==> src/rtl/shifter_pipelined_if.sv <==
// Handshake bundle for the pipelined barrel shifter: operation in, result out,
// plus the pipe occupancy count.
interface shifter_pipelined_if #(
  parameter int N = 32
);
  localparam int L  = $clog2(N);
  localparam int OW = $clog2(L + 1);

  logic          in_valid;
  logic          in_ready;
  logic [N-1:0]  in_data;
  logic [L-1:0]  in_shamt;
  logic [1:0]    in_mode;
  logic          out_valid;
  logic          out_ready;
  logic [N-1:0]  out_data;
  logic [OW-1:0] occupancy;

  // driver side (ALU operand muxes / writeback, or a bench)
  modport master (
    output in_valid, in_data, in_shamt, in_mode, out_ready,
    input  in_ready, out_valid, out_data, occupancy
  );

  // shifter side
  modport slave (
    input  in_valid, in_data, in_shamt, in_mode, out_ready,
    output in_ready, out_valid, out_data, occupancy
  );
endinterface

==> src/rtl/shifter_pipelined.sv <==
// Pipelined barrel shifter: stage k shifts by 2^k when shamt[k] is set.
// One register per stage, whole pipe advances together under a global stall.
module shifter_pipelined #(
  parameter int N = 32
) (
  input logic           clk,
  input logic           rst,
  shifter_pipelined_if.slave bus
);
  localparam int L  = $clog2(N);
  localparam int OW = $clog2(L + 1);

  localparam logic [1:0] MODE_SLL = 2'b00;
  localparam logic [1:0] MODE_SRL = 2'b01;
  localparam logic [1:0] MODE_ROR = 2'b10;

  logic          advance;

  logic [L-1:0]  vld_q;
  logic [L-1:0]  sign_q;
  logic [N-1:0]  data_q  [L];
  logic [L-1:0]  shamt_q [L];
  logic [1:0]    mode_q  [L];
  logic [OW-1:0] occ_q;

  logic [L-1:0]  st_v;
  logic [L-1:0]  st_sg;
  logic [N-1:0]  st_d [L];
  logic [L-1:0]  st_s [L];
  logic [1:0]    st_m [L];
  logic [N-1:0]  nxt_d [L];

  // SRA fill comes from the carried sign, not from the partially shifted data
  function automatic logic [N-1:0] stage_shift(input logic [N-1:0] d,
                                               input logic        sign,
                                               input logic [1:0]  mode,
                                               input int          amt);
    logic [N-1:0] fill;
    fill = sign ? ~({N{1'b1}} >> amt) : '0;
    case (mode)
      MODE_SLL: stage_shift = d << amt;
      MODE_SRL: stage_shift = d >> amt;
      MODE_ROR: stage_shift = (d >> amt) | (d << (N - amt));
      default:  stage_shift = (d >> amt) | fill;
    endcase
  endfunction

  assign advance       = !vld_q[L-1] || bus.out_ready;
  assign bus.in_ready  = advance;
  assign bus.out_valid = vld_q[L-1];
  assign bus.out_data  = data_q[L-1];
  assign bus.occupancy = occ_q;

  always_comb begin
    st_v[0]  = bus.in_valid;
    st_sg[0] = bus.in_data[N-1];
    st_d[0]  = bus.in_data;
    st_s[0]  = bus.in_shamt;
    st_m[0]  = bus.in_mode;
    for (int k = 1; k < L; k++) begin
      st_v[k]  = vld_q[k-1];
      st_sg[k] = sign_q[k-1];
      st_d[k]  = data_q[k-1];
      st_s[k]  = shamt_q[k-1];
      st_m[k]  = mode_q[k-1];
    end
  end

  always_comb begin
    for (int k = 0; k < L; k++) begin
      nxt_d[k] = st_s[k][k] ? stage_shift(st_d[k], st_sg[k], st_m[k], 1 << k)
                            : st_d[k];
    end
  end

  always_ff @(posedge clk or posedge rst) begin
    if (rst) begin
      vld_q  <= '0;
      sign_q <= '0;
      occ_q  <= '0;
      for (int k = 0; k < L; k++) begin
        data_q[k]  <= '0;
        shamt_q[k] <= '0;
        mode_q[k]  <= '0;
      end
    end else if (advance) begin
      // bubbles travel like operations; they are never squeezed out
      vld_q  <= st_v;
      sign_q <= st_sg;
      for (int k = 0; k < L; k++) begin
        data_q[k]  <= nxt_d[k];
        shamt_q[k] <= st_s[k];
        mode_q[k]  <= st_m[k];
      end
      // on an advance edge a valid output is always consumed
      case ({bus.in_valid, vld_q[L-1]})
        2'b10:   occ_q <= occ_q + OW'(1);
        2'b01:   occ_q <= occ_q - OW'(1);
        default: occ_q <= occ_q;
      endcase
    end
  end

  // last stage's side-band is carried for uniformity but has no reader
  logic side_unused;
  assign side_unused = ^{shamt_q[L-1], mode_q[L-1], sign_q[L-1]};

endmodule

==> src/flat_wrapper.sv <==
// flat-port wrapper written by rule: the top's interface ports become plain ports
module shifter_pipelined_flat 
#(
  parameter int N = 32
)
  (clk, rst, bus_in_valid, bus_in_data, bus_in_shamt, bus_in_mode, bus_out_ready, bus_in_ready, bus_out_valid, bus_out_data, bus_occupancy);
  shifter_pipelined_if #(.N(N)) bus_i ();
  input logic clk;
  input logic rst;
  input wire logic [$bits(bus_i.in_valid)-1:0] bus_in_valid;
  input wire logic [$bits(bus_i.in_data)-1:0] bus_in_data;
  input wire logic [$bits(bus_i.in_shamt)-1:0] bus_in_shamt;
  input wire logic [$bits(bus_i.in_mode)-1:0] bus_in_mode;
  input wire logic [$bits(bus_i.out_ready)-1:0] bus_out_ready;
  output wire logic [$bits(bus_i.in_ready)-1:0] bus_in_ready;
  output wire logic [$bits(bus_i.out_valid)-1:0] bus_out_valid;
  output wire logic [$bits(bus_i.out_data)-1:0] bus_out_data;
  output wire logic [$bits(bus_i.occupancy)-1:0] bus_occupancy;
  assign bus_i.in_valid = bus_in_valid;
  assign bus_i.in_data = bus_in_data;
  assign bus_i.in_shamt = bus_in_shamt;
  assign bus_i.in_mode = bus_in_mode;
  assign bus_i.out_ready = bus_out_ready;
  assign bus_in_ready = bus_i.in_ready;
  assign bus_out_valid = bus_i.out_valid;
  assign bus_out_data = bus_i.out_data;
  assign bus_occupancy = bus_i.occupancy;
  shifter_pipelined #(.N(N)) u_core (.clk(clk), .rst(rst), .bus(bus_i));
endmodule
==> config.mk <==
export PLATFORM = sky130hd
export DESIGN_NAME = shifter_pipelined_flat
export DESIGN_NICKNAME = d
export VERILOG_FILES = /design/src/rtl/shifter_pipelined_if.sv /design/src/rtl/shifter_pipelined.sv /design/src/flat_wrapper.sv
export SDC_FILE = /design/constraint.sdc
export NUM_CORES = 1
export LEC_CHECK = 0
export BUFFER_PORTS_ARGS = -buffer_cell sky130_fd_sc_hd__buf_2
export CAP_MARGIN = 0
export CORE_MARGIN = 10
export CORE_UTILIZATION = 45
export DETAILED_ROUTE_END_ITERATION = 7
export SYNTH_ARGS = -nofsm -noshare
export SYNTH_HDL_FRONTEND = slang
export SYNTH_SLANG_ARGS = --single-unit
==> constraint.sdc <==
create_clock -name clk -period 6.6 [get_ports clk]
set_input_delay 0.33 -clock clk [delete_from_list [all_inputs] [get_ports clk]]
set_output_delay 0.33 -clock clk [all_outputs]
set_load 0.02 [all_outputs]
== Yosys cells after proc, flatten, opt, wreduce, memory -nomap -nowiden ==
Cells that the tools add are included.

* Equal/unequal tests: 12
* Bitwise logic cells: 10
* Mux-type cells: 16
* Reductions and logical operators: 9
* Add/sub/neg operators: 2

{| class="wikitable"
|+ Operators by type and width
! cell !! count
|-
| case mux 32 bit (3 select lines) || 5
|-
| two-way mux 32 bit || 10
|-
| OR 16 x 32 -> 32 bit || 2
|-
| OR 24 x 32 -> 32 bit || 2
|-
| OR 28 x 32 -> 32 bit || 2
|-
| OR 30 x 32 -> 32 bit || 2
|-
| OR 31 x 32 -> 32 bit || 2
|-
| equality test 2 x 1 -> 1 bit, second input constant || 6
|-
| equality test 2 bit, second input constant || 6
|-
| zero test 2 bit || 5
|-
| case mux 3 bit (2 select lines) || 1
|-
| adder 3 x 1 -> 3 bit, second input constant || 1
|-
| subtractor 3 x 1 -> 3 bit, second input constant || 1
|-
| AND reduction 2 bit || 1
|-
| nonzero test 2 bit || 1
|-
| zero test 1 bit || 1
|-
| logical OR 1 bit || 1
|}

* Output and inout port bits: 37
* Input bits: 43
* Word-level logic and storage cells: 65
* Register bits: 200

== Logic depth before layout (Yosys ltp) ==
Gate-level depths: netlist of run 1.

* Word-level depth: 4
* Mapped depth: 7
* Mapped depth without buffers: 7

== Least setup slack after synthesis of run 1 ==
OpenSTA, ideal clock, no wires.

* Kind: flip-flop to flip-flop
* From: reg u_core.vld_q[4]
* To: reg u_core.occ_q[2], in the netlist u_core.bus.occupancy[2]
* Arrival: 1.526 ns
* Data required time: 6.521 ns
* Stages on the path, launching flop included: 7
* Slack: 4.995 ns
* Period minus slack after synthesis: 1.605 ns
* Setup time: 0.079 ns
* Buffers on the path: 0
* Path through: dfrtp_1 > ha_1 > inv_1 > fa_1 > xor2_1 > nor3_1 > xor2_1

* Word-level cells in the longest chain between the ends: 3
* Elaborated cells between the ends (all ways): 7
* Classes of those cells: eq/ne: 2; mux: 1; reduce/logical: 4

{| class="wikitable"
|+ RTL lines
! element !! line !! RTL
|-
| from (decl) || shifter_pipelined.sv:19 || <nowiki>logic [L-1:0] vld_q;</nowiki>
|-
| from (signal assigned) || shifter_pipelined.sv:88 || <nowiki>vld_q <= st_v;</nowiki>
|-
| equality test 2 bit, or another cell as far along || shifter_pipelined.sv:96 || <nowiki>case ({bus.in_valid, vld_q[L-1]})</nowiki>
|-
| nonzero test 2 bit (no line) / logical OR 1 bit (equally long branches) || n/a ||
|-
| AND reduction 2 bit (no line) || n/a ||
|-
| to (signal assigned) || shifter_pipelined.sv:97 || <nowiki>2'b10: occ_q <= occ_q + OW'(1);</nowiki>
|-
| to (signal assigned) || shifter_pipelined.sv:98 || <nowiki>2'b01: occ_q <= occ_q - OW'(1);</nowiki>
|-
| to (signal assigned) || shifter_pipelined.sv:99 || <nowiki>default: occ_q <= occ_q;</nowiki>
|-
| to (decl) || shifter_pipelined.sv:24 || <nowiki>logic [OW-1:0] occ_q;</nowiki>
|}

Parallel ways exist; a longest one is shown, timed or not.
A chain may end at the register's enable or synchronous reset.

== Final worst setup path of run 1 ==
* From: reg u_core.vld_q[4]
* To: reg u_core.data_q[49] in the netlist's numbering

* Word-level cells in the longest chain between the ends: 2

{| class="wikitable"
|+ RTL lines
! element !! line !! RTL
|-
| zero test 1 bit || shifter_pipelined.sv:48 || <nowiki>assign advance = !vld_q[L-1] || bus.out_ready;</nowiki>
|-
| logical OR 1 bit || shifter_pipelined.sv:48 ||
|-
| to (signal, indexed assignment) || shifter_pipelined.sv:91 || <nowiki>data_q[k] <= nxt_d[k];</nowiki>
|-
| to (decl) || shifter_pipelined.sv:21 || <nowiki>logic [N-1:0] data_q [L];</nowiki>
|}

Every way passes these cells.

==> impl.org, run 1 <==
** Global routing
- Global routing finished with a remaining overflow of 0.
- The number of antenna violations at the first check in global routing is 0.
- Maximum number of pins on one net before global-route repair :: between 200 and 250
- The first global-routing pass estimated roughly 42 mm of wire.
- The number of global-route vias before repair is 7650.
- Across every metal layer, demand over resource in global routing totals 0.178.

** Power and ir drop
- Leakage component of the power :: 0.00475 uW
- Pwr Density :: 485 nW/um^2
- Maximum vdd drop :: between 0.15 and 0.2 mV

** Clock network
- CTS saw 190 sinks.
- TritonCTS built the clock tree.
- CTS placed an instance of clkbuf_16 at the clock tree root.
- Clock latency on the worst-skew pair, taken at its later pin, is ~440 ps.
- Clock transition at the register clock pins on the worst setup and hold paths after CTS :: 70 ps
- Hold buffers post-CTS :: 0
- Quantity of gates resized following cts :: 0
- Counting the buffers created by CTS gives 17.
- Level count of the clock H-tree :: 4
- Count of buffers added by post-CTS timing repair for setup :: 0
- Maximum clock insertion buffer count :: 2

** STA
- Sum Neg Setup Slack :: 0 ps
- Pins Over Slew Limit :: 0
- Dividing the final minimum period by the clock period gives 0.504.
- Final worst setup slack :: 3270 ps
- For the pin with the worst max-slew slack, the measured transition is 1110 ps.
- Setup repair after global routing left no endpoint under its margin.
- Total count of hold-check failures in the final report :: 0
- Setup clock skew after layout :: approximately 14 ps
- Counting I/O delays and the setup requirement, the final critical path takes between 3000 and 4000 ps.
- Maximum clock rate :: 0.301 GHz
- Number of failing setup endpoints in the final timing report :: 0
- Tightest slew margin relative to the limit :: 0.256

** Die
- Width of the die :: ~170 microns
- The initialized floorplan defines 55 standard-cell rows.
- Pin placement for this block handled 80 I/O pins.
- Measured along the y axis, the die boundary spans 172 microns.
- The core region is 22600 sq um.
- For this configuration, the core starts out at a cell density of 0.457.
- The die covers 29500 sq um.

** Cells and area
- Synth-to-Final Area Change :: 6.40%
- NumNets Final :: ~1100
- Area of the multi-input gates :: a little under 5000 sq um
- Fraction of final layout cells with drive strength greater than 1 :: 0.128
- Total area of sequential cells :: about 4800 sq um
- Utilization after layout :: 0.486
- The filler cells instantiated in the layout total 2163.
- The finished layout holds 1363 standard cells, fillers aside.
- 0 antenna diodes ended up in the layout.

** Detailed routing
- In this run the remaining antenna-violating nets after routing total 0.
- Number of search-and-repair iterations in the first detailed-routing pass :: 6
- Total routed wirelength :: about 26 mm
- Starting DRT DRC Count :: 582
- After detailed routing, the number of vias per cell comes to 5.65.
- In the final routed layout, each cell accounts on average for between 15 and 20 microns.
- Number of remaining DRC errors :: 0
- Total number of vias :: between 7000 and 8000

** Min path
- The tightest min-delay check is of the primary input to asynchronous set/reset pin type.

** Placed design
- The congestion estimate from routability-driven global placement came to approximately 0.77.
- Including well taps, the total number of placed cells is 1331.
- Count of buffers from port buffering :: 79
- Pre-CTS worst setup slack :: 3510 ps
- Detail Placement HPWL :: about 17 mm

** Logic synthesis
- In this run, synthesis inferred 0 flip-flops with an integrated enable.
- Synthesis handed over a netlist of approximately 1100 instances.
- Warnings from Yosys :: 0
- The number of different library cells used by synthesis comes to 41.
- The share of the Yosys chip area taken by registers is 0.460.
- Post-synthesis area per instance :: 9.53 sq um
- Post-synthesis async set-or-reset flop share :: 1.00
- Synthesized Nets :: 1130
- Main synth FF type :: dfrtp_1
- The synthesized design contains 190 register bits.
- Post-synthesis instance area :: 10300 sq um

** Run
- Across the run, the number of max-cap violations was 0.

** Setup path
- Nature of the critical path startpoint :: flip-flop
- Among cell families on the critical path, the largest total delay comes from buffers and inverters.
- Slowest stage delay, CP :: between 600 and 700 ps
- CP arrival :: 3670 ps
- CP Buf/Inv Count :: 3
- Of all nets on the critical path, the largest fanout is ~200.
- Worst path cell trace :: nor2b_4, buf_12, inv_4, buf_4, nand2_1, o211ai_1
- Startpoint-to-endpoint class of the critical path :: flip-flop to flip-flop
- Required time of the worst setup path :: roughly 7000 ps
- STA classifies the critical path endpoint as a flip-flop.
- Worst path slowest cell :: buf_4

** Status
- The flow ran to the end, and the final reports show no timing, DRC or antenna violations.
[worst paths after layout]
check,endpoint,cells after the start,start,slack [ps]
worst max-delay path,u_core.data_q[49],6,u_core.vld_q[4],3270
worst min-delay path,u_core.bus.out_data[3],2,rst,30
worst max register to register,u_core.data_q[49],6,u_core.vld_q[4],3270
max in group asynchronous,u_core.mode_q[4],3,rst,5120
min in group clk,u_core.shamt_q[21],3,bus_in_shamt[1],90
worst min register to register,u_core.bus.occupancy[2],1,u_core.bus.occupancy[2],460
[cell families after synthesis]
logic type      synth area share
mux                        0.109
fa+ha+maj                0.00314
compound gates             0.141
xor+xnor                 0.00254
simple gates               0.213
buf+inv                   0.0721
flops                      0.460
[sequential cells by signal, indices dropped and copies added (netlist names)]
| register | flops |
|---|---|
| u_core.vld_q | 5 |
| u_core.bus.out_data | 32 |
| u_core.sign_q | 4 |
| u_core.bus.occupancy | 3 |
| u_core.shamt_q | 10 |
| u_core.mode_q | 8 |
| u_core.data_q | 128 |
[report_power, final]
part	internal [uW]	switching [uW]	total (uW)
sequential	1670	588	2260
combinational	906	1210	2110
clock	490	477	967
[final cells by class]
type	count	area share
flip-flops and latches	190	0.432
repair buffers	87	0.0425
clock inverters	13	0.00955
well taps	285	0.0324
multi-input cells	761	0.441
clock buffers	19	0.0393
inverters	8	0.00364
[per-stage QoR]
step | hold slack [ps] | power, uW | area [sq um]
finish | 33.8 | 5340 | 11000
global route | 74.5 | 5730 | 11000
CTS | 76.0 | 5380 | 11000
detailed placement | 455 | 4410 | 10500
global placement | 451 | 4370 | 10500
floorplan | 430 | 3940 | 10300
[Yosys cell counts (2+ instances only)]
| cell | instances | area share |
|---|---|---|
| nor2b_1 | 17 | 0.010 |
| o21ai_1 | 9 | 0.0044 |
| dfrtp_1 | 190 | 0.46 |
| nand2_1 | 210 | 0.076 |
| and2_1 | 4 | 0.0024 |
| buf_4 | 39 | 0.028 |
| nand2b_1 | 17 | 0.010 |
| a22oi_1 | 12 | 0.0087 |
| o21a_1 | 2 | 0.0015 |
| a221oi_1 | 16 | 0.014 |
| or2_2 | 2 | 0.0012 |
| mux2_2 | 12 | 0.013 |
| o21ai_0 | 40 | 0.019 |
| a211oi_1 | 12 | 0.0087 |
| nor3_1 | 15 | 0.0073 |
| buf_6 | 7 | 0.0076 |
| nand3b_1 | 98 | 0.071 |
| clkbuf_1 | 41 | 0.015 |
| mux2i_1 | 99 | 0.096 |
| o211ai_1 | 98 | 0.071 |
| and3_1 | 16 | 0.0097 |
| buf_1 | 4 | 0.0015 |
| buf_2 | 34 | 0.016 |
| a31oi_1 | 17 | 0.010 |
| inv_1 | 8 | 0.0029 |
| xor2_1 | 2 | 0.0017 |
| nor2_1 | 50 | 0.018 |
[worst reg2reg max path, stage by stage, from the launching register on]
cell	delay (ps)
dfrtp_1	400
nor2b_4	140
buf_12	210
inv_4	820
buf_4	670
nand2_1	650
o211ai_1	340
[routing by layer]
metal | track usage | up-vias | part of all wire
met2 | 0.286 | 138 | 0.48
met5 | 0 | - | 0
met3 | 0.0346 | 29 | 0.038
li1 | - | 3774 | -
met1 | 0.239 | 3756 | 0.47
met4 | 0.0465 | 0 | 0.014
[layout by cell type, fill, tap and decap left out, types with 3 or more instances in the layout]
cell        instances
a211oi_1           12
a221oi_1           16
a22oi_1            12
a31oi_1            17
and2_1              4
and3_1             16
buf_2              79
buf_4               7
clkbuf_16          17
clkinvlp_4          3
dfrtp_1           190
inv_1               6
inv_6               5
mux2_2             12
mux2i_1            99
nand2_1           210
nand2b_1           17
nand3b_1           98
nor2_1             50
nor2b_1            17
nor3_1             15
o211ai_1           98
o21ai_0            40
o21ai_1             9
Note: power is estimated with default switching activity, not from simulation.
==> inputs of run 2 (changes only) <==
PLACE_DENSITY = 0.65   (was not set)
clock period = 3 ns   (was 6.6 ns; I/O delays follow)
==> impl.org, run 2 (synthesis gave the netlist of run 1 again) <==
** STA
- The maximum clock rate is 0.457 GHz (+52%).
- The tightest slew margin relative to the limit came to 0.293 (+0.0371).
- Sum Neg Setup Slack :: 0 ps (unchanged)
- Slew of the pin with the lowest slew margin :: 1060 ps (-53.0 ps)
- The final worst hold slack is -1.68 ps (-35.5 ps).
- Final critical path time including I/O delays and setup :: 2190 ps (-1140 ps)
- The final critical-path share of the clock period is 0.729 (+0.225).
- Number of failing setup endpoints in the final timing report :: 0 (unchanged)
- Setup repair after global routing missed its margin :: no
- The setup skew after layout is 14.4 ps (+0.829 ps).
- The total count of max-transition violations in the final report was 0 (unchanged).
- Total count of hold-check failures in the final report :: 2 (+2)

** Global routing
- GR met2 Demand/Resource :: 0.272 (-0.0136)
- Wire length of the first global-routing pass :: 42.0 mm (about the same)
- Remaining Overflow, GRT :: 0 (unchanged)
- Most utilized layer in the global route result :: met2
- Met3 usage in global routing :: 0.0284 (-0.00619)
- The fraction of met1 tracks used by global routing is 0.244 (+0.00469).
- Number of antenna violations at the first check in global routing :: 0 (unchanged)
- All-layer global routing usage :: 0.175 (-0.00279)
- Vias in the first global route :: 7795 (+1.9%)
- Maximum number of pins on one net before global-route repair :: 202 (-0.49%)

** Die
- The row count was 55 (unchanged).
- The overall die area is 29500 sq um (unchanged).
- The width of the die came to 172 microns (unchanged).
- Count of pins on the block boundary :: 80 (unchanged)
- The starting density of the core was 0.457 (unchanged).
- Placeable core area :: 22600 sq um (unchanged)
- The die outline height was 172 microns (unchanged).

** Cells and area
- Synth-to-Final Area Change :: 8.66%
- The area of the multi-input gates is 4850 sq um (unchanged).
- The net count reported at finish came to 1132 (+2.0%).
- Fraction of final layout cells with drive strength greater than 1 :: 0.134 (+0.00562)
- Register with the highest flop count :: u_core.data_q
- Most common library cell in the layout ignoring fill and taps :: nand2_1
- Number of filler cells placed in the layout :: 2095 (-3.1%)
- Total area of sequential cells :: 4750 sq um (unchanged)
- Top library cells by usage in the layout, fill and taps aside :: nand2_1 (210), dfrtp_1 (190), mux2i_1 (99)
- Ant. Diodes :: 0 (unchanged)
- The flip-flop count of the largest register, all copies and words added came to 128 (unchanged).

** Setup path
- Slowest stage delay, CP :: 670 ps (about the same)
- The data arrival time of the worst path is 2520 ps (-1150 ps).
- In this design, the largest share of critical-path delay is due to simple AND/OR/NAND/NOR gates.
- In this run the critical register-to-register path is captured at u_core.data_q[73].
- Register-to-Register Path Depth :: 4 (-2)
- CP Capture Type :: flip-flop
- The buffers plus inverters on the worst setup path was 1 (-2).
- Nature of the critical path startpoint :: flip-flop
- Required time of the worst setup path :: 3330 ps (-3620 ps)
- The minimum setup slack among reg-to-reg paths was 810 ps (-2460 ps).
- The maximum net fanout on the critical path came to 57 (-72%).
- Startpoint-to-endpoint class of the critical path :: flip-flop to flip-flop
- Worst path cell trace :: nor2b_4, inv_4, nand2_1, o211ai_1
- In this run the critical register-to-register path is launched from u_core.vld_q[4].
- The slowest stage of the critical path belongs to the cell nand2_1.

** Detailed routing
- The detailed-route DRC error count is 0 (unchanged).
- The average via count per standard cell is 5.70 (+0.93%).
- Starting DRT DRC Count :: 663 (+14%)
- Total routed wirelength :: 25.3 mm (-1.2%)
- The final routed wire length divided by cell count came to 18.3 microns (-2.8%).
- Antenna Nets Post-Route :: 0 (unchanged)
- Number of search-and-repair iterations in the first detailed-routing pass :: 7 (+1)
- Total number of vias :: 7894 (+2.6%)

** Clock network
- The total number of H-tree levels was 4 (unchanged).
- The clock edge transition at the registers on the reported setup and hold paths is 70 ps (about the same).
- Inserted Clock Buffers :: 17 (unchanged)
- The source-to-sink clock delay at the later pin of the worst-skew pair came to 440 ps (about the same).
- Sinks on the clock net :: 190 (unchanged)
- TritonCTS built the clock tree.
- Hold buffers post-CTS :: 14 (+14)
- The number of gates resized after CTS is 0 (unchanged).
- Root buffer selected by CTS :: clkbuf_16
- Maximum clock insertion buffer count :: 2 (unchanged)
- The total setup buffers inserted after CTS was 0 (unchanged).

** Min path
- Class of the tightest hold or removal check :: primary input to asynchronous set/reset pin

** Power and ir drop
- The worst IR drop on VDD was 0.500 mV (+190%).
- Pwr Density :: 1050 nW/um^2 (+120%)
- The leakage power summed over all cells was 0.00486 uW (+2.2%).

** Status
- Outcome :: finished with violations
- The checks that failed: negative hold slack.

** Placed design
- The routability-driven placement congestion ratio came to 0.828 (+7.2%).
- Count of buffers from port buffering :: 79 (unchanged)
- Detail Placement HPWL :: 16.8 mm (-0.15%)

** Run
- The max capacitance violation total was 0 (unchanged).
==> run 2: cell count changes in the layout (fill, tap and decap cells not counted), moves of 2 or more <==
cell / change
dlygate4sd3_1: +14
buf_4: +7
clkinv_4: +3
clkinv_8: +2
inv_6: -2
==> run 2: layout make-up <==
class                   instances  area share
repair buffers                109      0.0606
flip-flops and latches        190       0.423
multi-input cells             761       0.431
clock inverters                14      0.0119
inverters                       8     0.00323
well taps                     285      0.0317
clock buffers                  18      0.0382
==> run 2: layer usage <==
metal	vias to the layer above	wire length (microns)
met5	-	0
met2	199	11900
met3	30	1060
li1	3811	-
met1	3854	11900
met4	0	467
==> run 2: worst min-delay path, stage by stage <==
cell and delay, ps:
buf_2 110, clkinvlp_4 70, buf_12 640
==> run 2: worst max path at each step <==
stage               startpoint                      end  slack (ps)  cells past startpoint
2_1_floorplan              rst  u_core.bus.occupancy[0]         400                      1
3_3_place_gp   u_core.vld_q[4]        u_core.data_q[68]         910                      4
3_5_place_dp   u_core.vld_q[4]        u_core.data_q[73]         850                      4
4_1_cts        u_core.vld_q[4]        u_core.data_q[73]         830                      4
5_1_grt        u_core.vld_q[4]        u_core.data_q[73]         650                      4
6_report       u_core.vld_q[4]        u_core.data_q[73]         810                      4
==> run 2: report_power, final <==
part | internal [uW] | switching [uW]
Sequential | 3680 | 1270
Clock | 1090 | 1070
Combinational | 2030 | 2680
==> run 2: per-stage QoR <==
step | power (uW) | utilization | instances | setup slack, ps | instance area (sq um)
after floorplan | 8670 | - | 1085 | 402 | 10300
after global routing | 12700 | 0.496 | 1385 | 646 | 11200
final | 11800 | 0.496 | 1385 | 813 | 11200
after detailed placement | 9710 | 0.465 | 1339 | 854 | 10500
after CTS | 11900 | 0.496 | 1385 | 833 | 11200
after global placement | 9580 | 0.465 | 1339 | 912 | 10500
